--- src/rtl/ahb3lite_pkg.sv ---
// Shared AHB3-Lite encodings plus the types and helpers used by the AHB-to-APB bridge.
package ahb3lite_pkg;

  localparam logic [1:0] HTRANS_IDLE   = 2'b00;
  localparam logic [1:0] HTRANS_BUSY   = 2'b01;
  localparam logic [1:0] HTRANS_NONSEQ = 2'b10;
  localparam logic [1:0] HTRANS_SEQ    = 2'b11;

  localparam logic HRESP_OKAY  = 1'b0;
  localparam logic HRESP_ERROR = 1'b1;

  localparam logic [2:0] HSIZE_BYTE  = 3'b000;
  localparam logic [2:0] HSIZE_HWORD = 3'b001;
  localparam logic [2:0] HSIZE_WORD  = 3'b010;
  localparam logic [2:0] HSIZE_DWORD = 3'b011;
  localparam logic [2:0] HSIZE_B128  = 3'b100;
  localparam logic [2:0] HSIZE_B256  = 3'b101;
  localparam logic [2:0] HSIZE_B512  = 3'b110;
  localparam logic [2:0] HSIZE_B1024 = 3'b111;

  typedef enum logic [2:0] {
    IDLE,
    SETUP,
    ACCESS,
    RESP,
    ERR1,
    ERR2
  } apb_bridge_state_t;

  // Byte strobes for a transfer of 2^hsize bytes, base aligned down to the size.
  // Result is sized for the widest legal bus (128 bytes); callers keep the low 'bytes' bits.
  function automatic logic [127:0] gen_pstrb(input logic [2:0]  hsize,
                                             input logic [6:0]  haddr_lsbs,
                                             input int unsigned bytes);
    int unsigned size_bytes;
    int unsigned base;
    logic [127:0] strb;
    size_bytes = 32'd1 << hsize;
    base       = 32'(haddr_lsbs) & ~(size_bytes - 32'd1) & (bytes - 32'd1);
    strb       = '0;
    for (int unsigned i = 0; i < 128; i++) begin
      if (i >= base && i < base + size_bytes && i < bytes) strb[i] = 1'b1;
    end
    return strb;
  endfunction

endpackage

--- src/rtl/ahb3lite_apb_bridge_if.sv ---
// Combined AHB3-Lite / APB4 signal bundle; 'slave' is the bridge view, 'master' the system view.
interface ahb3lite_apb_bridge_if #(
    parameter int unsigned HADDR_SIZE = 32,
    parameter int unsigned HDATA_SIZE = 32,
    parameter int unsigned PADDR_SIZE = 10
);

  logic                    HSEL;
  logic [HADDR_SIZE-1:0]   HADDR;
  logic [HDATA_SIZE-1:0]   HWDATA;
  logic [HDATA_SIZE-1:0]   HRDATA;
  logic                    HWRITE;
  logic [2:0]              HSIZE;
  logic [3:0]              HPROT;
  logic [1:0]              HTRANS;
  logic                    HREADY;
  logic                    HREADYOUT;
  logic                    HRESP;

  logic                    PSEL;
  logic                    PENABLE;
  logic [PADDR_SIZE-1:0]   PADDR;
  logic                    PWRITE;
  logic [HDATA_SIZE-1:0]   PWDATA;
  logic [HDATA_SIZE/8-1:0] PSTRB;
  logic [2:0]              PPROT;
  logic [HDATA_SIZE-1:0]   PRDATA;
  logic                    PREADY;
  logic                    PSLVERR;

  modport slave (
    input  HSEL, HADDR, HWDATA, HWRITE, HSIZE, HPROT, HTRANS, HREADY,
    output HRDATA, HREADYOUT, HRESP,
    output PSEL, PENABLE, PADDR, PWRITE, PWDATA, PSTRB, PPROT,
    input  PRDATA, PREADY, PSLVERR
  );

  modport master (
    output HSEL, HADDR, HWDATA, HWRITE, HSIZE, HPROT, HTRANS, HREADY,
    input  HRDATA, HREADYOUT, HRESP,
    input  PSEL, PENABLE, PADDR, PWRITE, PWDATA, PSTRB, PPROT,
    output PRDATA, PREADY, PSLVERR
  );

endinterface

--- src/rtl/ahb3lite_apb_bridge.sv ---
// AHB3-Lite slave to APB4 master bridge; every AHB transfer becomes one APB SETUP/ACCESS pair.
module ahb3lite_apb_bridge
  import ahb3lite_pkg::*;
#(
    parameter int unsigned HADDR_SIZE = 32,
    parameter int unsigned HDATA_SIZE = 32,
    parameter int unsigned PADDR_SIZE = 10
) (
    input logic                  PCLK,
    input logic                  PRESETn,
    ahb3lite_apb_bridge_if.slave bus
);

  localparam int unsigned BYTES    = HDATA_SIZE / 8;
  localparam int unsigned ADDR_LSB = $clog2(BYTES);

  apb_bridge_state_t state, state_nxt;

  logic                  accept;
  logic                  size_ok;
  logic                  latch_en;
  logic                  load_rdata;
  logic                  hreadyout;
  logic                  hresp;
  logic                  psel;
  logic                  penable;
  logic [6:0]            haddr_lsbs;
  logic [127:0]          pstrb_full;

  logic [PADDR_SIZE-1:0] paddr_q;
  logic                  pwrite_q;
  logic [BYTES-1:0]      pstrb_q;
  logic [2:0]            pprot_q;
  logic [HDATA_SIZE-1:0] hrdata_q;

  always_comb begin
    haddr_lsbs = '0;
    for (int unsigned i = 0; i < ADDR_LSB; i++) haddr_lsbs[i] = bus.HADDR[i];
  end

  always_comb begin
    pstrb_full = gen_pstrb(bus.HSIZE, haddr_lsbs, BYTES);
    accept     = bus.HSEL & bus.HREADY &
                 ((bus.HTRANS == HTRANS_NONSEQ) || (bus.HTRANS == HTRANS_SEQ));
    size_ok    = (bus.HSIZE <= 3'(ADDR_LSB));
  end

  always_ff @(posedge PCLK or negedge PRESETn) begin
    if (!PRESETn) state <= IDLE;
    else          state <= state_nxt;
  end

  always_comb begin
    state_nxt  = state;
    latch_en   = 1'b0;
    load_rdata = 1'b0;
    hreadyout  = 1'b1;
    hresp      = HRESP_OKAY;
    psel       = 1'b0;
    penable    = 1'b0;
    case (state)
      IDLE, RESP, ERR2: begin
        if (state == ERR2) hresp = HRESP_ERROR;
        if (accept) begin
          if (size_ok) begin
            state_nxt = SETUP;
            latch_en  = 1'b1;
          end else begin
            state_nxt = ERR1;
          end
        end else begin
          state_nxt = IDLE;
        end
      end
      SETUP: begin
        psel      = 1'b1;
        hreadyout = 1'b0;
        state_nxt = ACCESS;
      end
      ACCESS: begin
        psel      = 1'b1;
        penable   = 1'b1;
        hreadyout = 1'b0;
        if (bus.PREADY) begin
          if (bus.PSLVERR) begin
            state_nxt = ERR1;
          end else begin
            state_nxt  = RESP;
            load_rdata = ~pwrite_q;
          end
        end
      end
      ERR1: begin
        hreadyout = 1'b0;
        hresp     = HRESP_ERROR;
        state_nxt = ERR2;
      end
      default: state_nxt = IDLE;
    endcase
  end

  // APB address/control registers only move on an accepted, well-sized transfer.
  always_ff @(posedge PCLK or negedge PRESETn) begin
    if (!PRESETn) begin
      paddr_q  <= '0;
      pwrite_q <= 1'b0;
      pstrb_q  <= '0;
      pprot_q  <= '0;
      hrdata_q <= '0;
    end else begin
      if (latch_en) begin
        paddr_q  <= bus.HADDR[PADDR_SIZE-1:0];
        pwrite_q <= bus.HWRITE;
        pstrb_q  <= bus.HWRITE ? pstrb_full[BYTES-1:0] : '0;
        pprot_q  <= {~bus.HPROT[0], 1'b1, bus.HPROT[1]};
      end
      if (load_rdata) hrdata_q <= bus.PRDATA;
    end
  end

  assign bus.HREADYOUT = hreadyout;
  assign bus.HRESP     = hresp;
  assign bus.HRDATA    = hrdata_q;
  assign bus.PSEL      = psel;
  assign bus.PENABLE   = penable;
  assign bus.PADDR     = paddr_q;
  assign bus.PWRITE    = pwrite_q;
  assign bus.PSTRB     = pstrb_q;
  assign bus.PPROT     = pprot_q;
  assign bus.PWDATA    = bus.HWDATA;

endmodule

--- src/flat_wrapper.sv ---
// flat-port wrapper written by rule: the top's interface ports become plain ports
module ahb3lite_apb_bridge_flat import ahb3lite_pkg::*;
#(
    parameter int unsigned HADDR_SIZE = 32,
    parameter int unsigned HDATA_SIZE = 32,
    parameter int unsigned PADDR_SIZE = 10
)
  (PCLK, PRESETn, bus_HSEL, bus_HADDR, bus_HWDATA, bus_HWRITE, bus_HSIZE, bus_HPROT, bus_HTRANS, bus_HREADY, bus_HRDATA, bus_HREADYOUT, bus_HRESP, bus_PSEL, bus_PENABLE, bus_PADDR, bus_PWRITE, bus_PWDATA, bus_PSTRB, bus_PPROT, bus_PRDATA, bus_PREADY, bus_PSLVERR);
  ahb3lite_apb_bridge_if #(.HADDR_SIZE(HADDR_SIZE), .HDATA_SIZE(HDATA_SIZE), .PADDR_SIZE(PADDR_SIZE)) bus_i ();
  input logic PCLK;
  input logic PRESETn;
  input wire logic [$bits(bus_i.HSEL)-1:0] bus_HSEL;
  input wire logic [$bits(bus_i.HADDR)-1:0] bus_HADDR;
  input wire logic [$bits(bus_i.HWDATA)-1:0] bus_HWDATA;
  input wire logic [$bits(bus_i.HWRITE)-1:0] bus_HWRITE;
  input wire logic [$bits(bus_i.HSIZE)-1:0] bus_HSIZE;
  input wire logic [$bits(bus_i.HPROT)-1:0] bus_HPROT;
  input wire logic [$bits(bus_i.HTRANS)-1:0] bus_HTRANS;
  input wire logic [$bits(bus_i.HREADY)-1:0] bus_HREADY;
  output wire logic [$bits(bus_i.HRDATA)-1:0] bus_HRDATA;
  output wire logic [$bits(bus_i.HREADYOUT)-1:0] bus_HREADYOUT;
  output wire logic [$bits(bus_i.HRESP)-1:0] bus_HRESP;
  output wire logic [$bits(bus_i.PSEL)-1:0] bus_PSEL;
  output wire logic [$bits(bus_i.PENABLE)-1:0] bus_PENABLE;
  output wire logic [$bits(bus_i.PADDR)-1:0] bus_PADDR;
  output wire logic [$bits(bus_i.PWRITE)-1:0] bus_PWRITE;
  output wire logic [$bits(bus_i.PWDATA)-1:0] bus_PWDATA;
  output wire logic [$bits(bus_i.PSTRB)-1:0] bus_PSTRB;
  output wire logic [$bits(bus_i.PPROT)-1:0] bus_PPROT;
  input wire logic [$bits(bus_i.PRDATA)-1:0] bus_PRDATA;
  input wire logic [$bits(bus_i.PREADY)-1:0] bus_PREADY;
  input wire logic [$bits(bus_i.PSLVERR)-1:0] bus_PSLVERR;
  assign bus_i.HSEL = bus_HSEL;
  assign bus_i.HADDR = bus_HADDR;
  assign bus_i.HWDATA = bus_HWDATA;
  assign bus_i.HWRITE = bus_HWRITE;
  assign bus_i.HSIZE = bus_HSIZE;
  assign bus_i.HPROT = bus_HPROT;
  assign bus_i.HTRANS = bus_HTRANS;
  assign bus_i.HREADY = bus_HREADY;
  assign bus_HRDATA = bus_i.HRDATA;
  assign bus_HREADYOUT = bus_i.HREADYOUT;
  assign bus_HRESP = bus_i.HRESP;
  assign bus_PSEL = bus_i.PSEL;
  assign bus_PENABLE = bus_i.PENABLE;
  assign bus_PADDR = bus_i.PADDR;
  assign bus_PWRITE = bus_i.PWRITE;
  assign bus_PWDATA = bus_i.PWDATA;
  assign bus_PSTRB = bus_i.PSTRB;
  assign bus_PPROT = bus_i.PPROT;
  assign bus_i.PRDATA = bus_PRDATA;
  assign bus_i.PREADY = bus_PREADY;
  assign bus_i.PSLVERR = bus_PSLVERR;
  ahb3lite_apb_bridge #(.HADDR_SIZE(HADDR_SIZE), .HDATA_SIZE(HDATA_SIZE), .PADDR_SIZE(PADDR_SIZE)) u_core (.PCLK(PCLK), .PRESETn(PRESETn), .bus(bus_i));
endmodule
--- config.mk ---
export PLATFORM = sky130hd
export DESIGN_NAME = ahb3lite_apb_bridge_flat
export DESIGN_NICKNAME = d
export VERILOG_FILES = /design/src/rtl/ahb3lite_pkg.sv /design/src/rtl/ahb3lite_apb_bridge_if.sv /design/src/rtl/ahb3lite_apb_bridge.sv /design/src/flat_wrapper.sv
export SDC_FILE = /design/constraint.sdc
export NUM_CORES = 1
export LEC_CHECK = 0
export BUFFER_PORTS_ARGS = -buffer_cell sky130_fd_sc_hd__clkbuf_2
export CAP_MARGIN = 20
export CELL_PAD_IN_SITES_DETAIL_PLACEMENT = 1
export CELL_PAD_IN_SITES_GLOBAL_PLACEMENT = 1
export CORE_AREA = 8 8 105 107
export DETAILED_ROUTE_END_ITERATION = 16
export DIE_AREA = 0 0 113 115
export GPL_ROUTABILITY_DRIVEN = 1
export PLACE_DENSITY = 0.8
export REMOVE_ABC_BUFFERS = 1
export SYNTH_ARGS = -nofsm -noshare
export SYNTH_HDL_FRONTEND = slang
export SYNTH_SLANG_ARGS = --single-unit
--- constraint.sdc ---
create_clock -name PCLK -period 1.9 [get_ports PCLK]
set_clock_uncertainty 0.05 [all_clocks]
set_input_delay 0.38 -clock PCLK [delete_from_list [all_inputs] [get_ports PCLK]]
set_output_delay 0.38 -clock PCLK [all_outputs]
set_load 0.03 [all_outputs]
== Word level (Yosys, flattened, before mapping) ==
Index checks and enable logic that the tools add are counted.
Storage, ports and cells
  bits of input ports: 112
  register bits: 53
  word-level logic and storage cells: 62
  output and inout port bits: 86
Operators by class
  bitwise logic cells: 6
  order comparisons: 9
  add/sub/neg operators: 2
  shifts and indexed selects: 1
  reduce and logical (&&, ||, !) cells: 9
  eq/ne operators: 8
  muxes and demuxes: 21
Operator list (number)
  $lt 1x32->1 const A: 2
  $lt 2x32->1 const A: 2
  $add 2x32->32: 1
  $shl 1x3->32 const A: 1
  $mux 1: 14
  $mux 3: 4
  $pmux 3 s4: 1
  $eq 3x2->1 const B: 2
  $eq 3x3->1 const B: 2
  $reduce_or 3->1: 2
  $eq 2x2->1 const B: 2
  $ge 1x2->1 const A: 2
  $ge 2x2->1 const A: 2
  $logic_and 1x1->1: 4
  $mux 4: 1
  $eq 3x1->1 const B: 1
  $le 3x2->1 const B: 1
  $logic_not 3->1: 1
  $and 1x1->1: 2
  $and 2x2->2: 1
  $ne 2x2->1 const B: 1
  $not 1->1: 2
  $not 2->2: 1
  $pmux 1 s2: 1
  other kinds (3): 3

== Depth between registers and ports, before layout ==
Gate-level depths: netlist (run 1).
  depth after elaboration: 9
  mapped depth: 8
  gate-level depth less buffers: 7

== Least setup slack after synthesis (run 1) ==
OpenSTA, ideal clock, no wires.
  kind: input to register
  from: input bus_HSIZE[1]
  to: register u_core.pstrb_q[2], in the netlist u_core.bus.PSTRB[2]
  slack: -0.108 ns
  arrival time: 1.862 ns
  stages: 8
  buffers on the path: 1
  setup time: 0.095 ns
  required time: 1.755 ns
  cell sequence: buf_2 nor2_1 and3_1 ha_1 xnor2_1 a22oi_1 or3b_1 o31ai_1
On the way
  cells in the longest elaborated chain, start to end: 9
  elaborated cells on any way between the ends: 14
  those cells by class: add/sub: 2; order compare: 3; shift: 1; mux: 5; bitwise: 2; reduce/logical: 1
RTL lines
  start, declared: RTL line flat_wrapper.sv:16  | input wire logic [$bits(bus_i.HSIZE)-1:0] bus_HSIZE;
  $shl 1x3->32: RTL line ahb3lite_pkg.sv:38  | size_bytes = 32'd1 << hsize;
  $sub 2x1->2: RTL line ahb3lite_pkg.sv:39  | base = 32'(haddr_lsbs) & ~(size_bytes - 32'd1) & (bytes - 32'd1);
  $not 2->2: RTL line ahb3lite_pkg.sv:39
  $and 2x2->2: RTL line ahb3lite_pkg.sv:39
  $add 2x32->32: RTL line ahb3lite_pkg.sv:42  | if (i >= base && i < base + size_bytes && i < bytes) strb[i] = 1'b1;
  $lt 2x32->1: RTL line ahb3lite_pkg.sv:42
  $logic_and 1x1->1: RTL line ahb3lite_pkg.sv:42
  $mux 1: RTL line ahb3lite_pkg.sv:42
  $mux 4: RTL line ahb3lite_apb_bridge.sv:114  | pstrb_q <= bus.HWRITE ? pstrb_full[BYTES-1:0] : '0;
  end signal, assigned: RTL line ahb3lite_apb_bridge.sv:114
  end, declared: RTL line ahb3lite_apb_bridge.sv:32  | logic [BYTES-1:0] pstrb_q;
Parallel ways exist; a longest one is shown, timed or not.
A chain may end at the register's enable or synchronous reset.

== Final worst setup path (run 1) ==
  from: register u_core.state[0]
  to: output bus_HREADYOUT
On the way
  cells in the longest elaborated chain, start to end: 3
  elaborated cells on any way between the ends: 5
  those cells by class: eq/ne: 3; mux: 1; reduce/logical: 1
RTL lines
  start, declared: RTL line ahb3lite_apb_bridge.sv:17  | apb_bridge_state_t state, state_nxt;
  start signal, assigned: RTL line ahb3lite_apb_bridge.sv:50  | else state <= state_nxt;
  $eq 3x1->1 (tied with other cells): RTL line ahb3lite_apb_bridge.sv:61  | case (state)
  $reduce_or 3->1 (no source line) *
  $mux 1 *: RTL line ahb3lite_apb_bridge.sv:61
  end, declared: RTL line flat_wrapper.sv:21  | output wire logic [$bits(bus_i.HREADYOUT)-1:0] bus_HREADYOUT;
Every way passes the cells marked *; elsewhere a longest branch is shown, timed or not.

==> run metrics, run 1 <==
Setup WS pre-CTS -0.1644 ns; Max Cap Violations 0; CTS tree yes; ANT cells 0; Worst Setup End Kind primary output; critical path type reg -> out; die span in x 113 um; area delta synth->final 25.52%; Pre-Repair DR Iteration Count 4; Placed Instances 396; post-synthesis sequential area ratio 0.5232; initial DRC count 38; post-synthesis register bit count 53; vias in the first global route 2102; Via density 4.519; Worst-Skew Late Latency 0.30 ns; Slew Viols, Final 0; I/O Buffers 108; share of layout cells above drive strength 1 0.6323; fraction of registers with async set/reset 1.000; Top Ports 198; CP arrival 1.36 ns; worst-margin pin slew 0.4080 ns; Post-Syn Area 0.002535 sq mm; area leader, netlist dfrtp_1; outcome finished clean; fin area 0.003182 sq mm; register area 0.001328 sq mm; Routed WL per cell 19.04 um; GRT overflow 0; Leakage 0.001618 uW; setup TNS 0 ns; Max VDD drop 524.4 uV; DRT antenna net count 0; Post-Layout Cell Count 405; relative slew slack 0.7280; initial antenna violation count 0; Core Region 0.009459 sq mm; Worst Hold Class in -> async; Cells after Synth 197; Synth area leaders dfrtp_1 (52%), mux2_2 (16%), buf_4 (9.5%); GRT Overall Usage 0.1147; Avg Cell Area, Syn 12.87 sq um; Num CTS Buffers 5; largest net degree at the start of global routing 54; Initial Utilization 0.2680; top cell type's share of synthesized area 0.5232; DRC 0; Post-synth EDFFs 0; clock slew at reported path FFs 0.10 ns; critical path's slowest cell dfrtp_1; vias after detailed routing 1830; Rows 36; CTS Buffer Depth 2; commonest cells in the netlist dfrtp_1 (53), mux2_2 (37), buf_4 (32); PwrDens 1717 mW/mm^2; Total Die Area 0.01300 sq mm; footprint of the multi-input gates 924.6 sq um; Setup violations, final 0; post-layout min period 1.789 ns; Placer Congestion 0.7651; Final Util 0.3364; Netlist cell types 36; most common cell in the netlist dfrtp_1; HPWL Detailed 6278 um; FMAX 558.8 MHz; Worst path max stage delay 0.48 ns; Critical Path Start u_core.state[0]; placed cell area 0.003079 sq mm; r2r startpoint u_core.state[0]; Final #Nets 403; CP max FO 7; Most used DFF post-synth dfrtp_1; Final Hold Fails 0; DIE HEIGHT 115 um; Final WS setup 0.1105 ns; clock sink count 53; global-route wire length before repair 11550 um; Final Cycle Share 0.9418; Routed WL 7711 um; H-tree depth 2; CP Launch Type flip-flop; Root Buffer clkbuf_8; filler instances 1105; critical-path cell list xnor2_2 -> nor2_1 -> a21oi_1 -> buf_2; Yosys warning count 0; CP required 1.47 ns
[logic make-up after synthesis]
kind of cell,after synthesis,synth area share
DFF,53,0.5232
buffers and inverters,42,0.1150
and+or+nand+nor,30,0.07009
muxes,47,0.2251
adders and majority gates,1,0.004935
xor gates and xnor gates,3,0.01037
AOI/OAI and AO/OA,21,0.05133
[sequential cells by signal, summed over array words and instances (netlist names)]
name and count:
u_core.bus.HRDATA 32, u_core.bus.PADDR 10, u_core.bus.PPROT 3, u_core.bus.PSTRB 4, u_core.bus.PWRITE 1, u_core.state 3
[critical path, delay by kind of cell (launching register included)]
kind	cells	cell delay (ns)
AOI/OAI and AO/OA	1	0.11
xor gates and xnor gates	1	0.18
DFF	1	0.48
buffers and inverters	1	0.21
and+or+nand+nor	1	0.07
[per-layer routing]
| layer | global-route usage | routed length, um | vias to the layer above |
|---|---|---|---|
| li1 | - | - | 829 |
| met1 | 0.1315 | 3147 | 897 |
| met2 | 0.1714 | 3528 | 100 |
| met3 | 0.06985 | 980 | 4 |
| met4 | 0.03375 | 54 | 0 |
| met5 | 0.03906 | 0 | - |
[report_power, final]
part           switching, uW  internal [uW]  total [uW]
logic                   1800           1020        2820
registers                329           1680        2010
clock network            374            264         638
[cells in the final DEF (no fill, tap or decap), types with 3 or more instances in the layout]
cell type	instances
clkbuf_8	5
mux2_2	37
nor3_1	3
a21oi_1	6
nor2_1	9
inv_1	4
clkbuf_2	107
o21ai_0	6
buf_4	14
dfrtp_1	52
mux2_4	8
[cell type report]
class / count / area share
timing repair buffer: 124 / 0.2155
sequential: 53 / 0.4172
multi-input combinational: 102 / 0.2906
clock buffer: 6 / 0.02281
inverter: 4 / 0.004719
tap: 114 / 0.04483
clock inverter: 2 / 0.004326
[worst paths after layout]
check | endpoint | cells after the start | slack, ns
setup / recovery | bus_HREADYOUT | 4 | 0.11
hold / removal | u_core.bus.HRDATA[5] | 2 | 0.007
setup reg to reg | u_core.bus.PADDR[7] | 6 | 0.13
hold reg to reg | u_core.bus.PPROT[1] | 1 | 0.44
max in group asynchronous | u_core.state[1] | 2 | 1.54
min in group PCLK | u_core.bus.PPROT[2] | 2 | 0.20
[timing repair]
item	4_1_cts	5_1_grt
endpoints found under the setup margin	1	1
buffers inserted	1	0
pin swaps	1	0
hold buffers	0	0
resized for setup	1	2
[per-stage QoR]
step / total power, uW / hold slack, ns
3_3_place_gp: 4778 / 0.3506
2_1_floorplan: 3913 / 0.03441
4_1_cts: 5578 / 0.005828
6_report: 5464 / 0.007169
5_1_grt: 5788 / 0.01918
3_5_place_dp: 4873 / 0.3574
Note: power is estimated with default switching activity, not from simulation.
==> run 2, diff against run 1 <==
--- a/config.mk
+++ b/config.mk
@@ -9,11 +9,11 @@
 export CAP_MARGIN = 20
 export CELL_PAD_IN_SITES_DETAIL_PLACEMENT = 1
 export CELL_PAD_IN_SITES_GLOBAL_PLACEMENT = 1
-export CORE_AREA = 8 8 105 107
+export CORE_AREA = 8 8 112 94
 export DETAILED_ROUTE_END_ITERATION = 16
-export DIE_AREA = 0 0 113 115
+export DIE_AREA = 0 0 120 102
 export GPL_ROUTABILITY_DRIVEN = 1
-export PLACE_DENSITY = 0.8
+export PLACE_DENSITY = 0.85
 export REMOVE_ABC_BUFFERS = 1
 export SYNTH_ARGS = -nofsm -noshare
 export SYNTH_HDL_FRONTEND = slang
==> constraint.sdc (replaced) <==
create_clock -name PCLK -period 2.3 [get_ports PCLK]
set_clock_uncertainty 0.05 [all_clocks]
set_input_delay 0.46 -clock PCLK [delete_from_list [all_inputs] [get_ports PCLK]]
set_output_delay 0.46 -clock PCLK [all_outputs]
set_load 0.03 [all_outputs]
==> run metrics, run 2 (synthesis results as in run 1) <==
outcome finished clean; post-layout min period 2.056 ns; CP required 1.79 ns; clock slew at reported path FFs 0.10 ns; initial DRC count 50; relative slew slack 0.5389; Worst Setup End Kind primary output; Total Die Area 0.01224 sq mm; Routed WL per cell 19.71 um; PwrDens 1460 mW/mm^2; DIE HEIGHT 102 um; critical-path cell list xnor2_1 -> nor2_1 -> a21oi_1 -> clkbuf_2; Critical Path Start u_core.state[0]; share of layout cells above drive strength 1 0.6129; Worst path max stage delay 0.46 ns; CP Launch Type flip-flop; clock sink count 53; unrepaired setup endpoints after global routing no; ANT cells 0; critical path type reg -> out; Worst-Skew Late Latency 0.30 ns; FMAX 486.5 MHz; most frequent cells in the layout clkbuf_2 (108), dfrtp_1 (53), mux2_2 (37), nor2_1 (9), mux2_4 (8); CP max FO 7; critical path's slowest cell dfrtp_1; worst-margin pin slew 0.6917 ns; Setup violations, final 0; Top Ports 198; reg-to-reg endpoint u_core.bus.PSTRB[0]; filler instances 996; register area 0.001326 sq mm; DRT antenna net count 0; Final Util 0.3528; commonest non-fill, non-tap cell in the layout clkbuf_2; CTS Buffer Depth 2; Routed WL 7764 um; Max Cap Violations 0; Via density 4.599; largest net degree at the start of global routing 54; DRC 0; FF-to-FF path depth 5; Worst Hold Class in -> async; CP arrival 1.55 ns; die span in x 120 um; Final #Nets 391; GRT overflow 0; footprint of the multi-input gates 917.1 sq um; vias after detailed routing 1812; Post-CTS Resized 0; Max VDD drop 601.0 uV; Placer Congestion 0.7225; Slew Viols, Final 0; HPWL Detailed 6305 um; area delta synth->final 21.47%; Root Buffer clkbuf_8; Initial Utilization 0.2905; FF-to-FF setup slack 0.51 ns; global-route wire length before repair 12210 um; Final Cycle Share 0.8937; initial antenna violation count 0; Post-CTS Hold Buffers 0; r2r startpoint u_core.state[0]; Final Hold Fails 0; vias in the first global route 2161; Pre-Repair DR Iteration Count 3; Leakage 0.001552 uW; CTS tree yes; max FFs per register 32; setup bufs post-CTS 0; GRT Overall Usage 0.1282; Core Region 0.008727 sq mm; Num CTS Buffers 5; I/O Buffers 108; Rows 31; H-tree depth 2; setup TNS 0 ns
run 2: layout make-up:
type	count	share of cell area
clock buffer	5	0.02235
tap	115	0.04673
inverter	4	0.004876
multi-input combinational	102	0.2978
sequential	53	0.4307
clock inverter	3	0.008127
timing repair buffer	112	0.1894
run 2: how the worst max path moves through the flow:
stage | endpoint | slack (ns) | depth (start not counted)
after floorplan | u_core.bus.HRDATA[7] | -0.40 | 4
after global placement | u_core.bus.PSTRB[2] | 0.11 | 8
after detailed placement | u_core.bus.PSTRB[2] | 0.02 | 8
after CTS | bus_HREADYOUT | 0.22 | 4
after global routing | bus_HREADYOUT | 0.10 | 4
final | bus_HREADYOUT | 0.24 | 4
run 2: metal layers:
layer | track usage | share of wire
met2 | 0.1865 | 0.42
met1 | 0.1444 | 0.41
met4 | 0.02299 | 0.0037
met5 | 0.02905 | 0.0043
met3 | 0.09994 | 0.16
run 2: through the flow:
step           std cells  power, uW  instance area [sq um]  worst slack [ns]  hold WS (ns)
2_1_floorplan        159       3232                   2258           -0.3982        0.1144
3_3_place_gp         386       3926                   2985            0.1080        0.4039
3_5_place_dp         386       4012                   2985           0.02215        0.4203
4_1_cts              394       4582                   3079            0.2226        0.2476
5_1_grt              394       4785                   3079            0.1026        0.2851
6_report             394       4496                   3079            0.2444        0.2237
run 2: worst max-delay path: cells and delay by family, from the launching register on:
family,cells,cell delay (ns)
buffers and inverters,1,0.22
AND/OR/NAND/NOR,1,0.10
flip-flops,1,0.46
AO/OA/AOI/OAI,1,0.13
XOR/XNOR,1,0.33
run 2: power breakdown:
part,switching [uW],internal (uW)
Clock,331,221
Sequential,267,1380
Combinational,1490,803
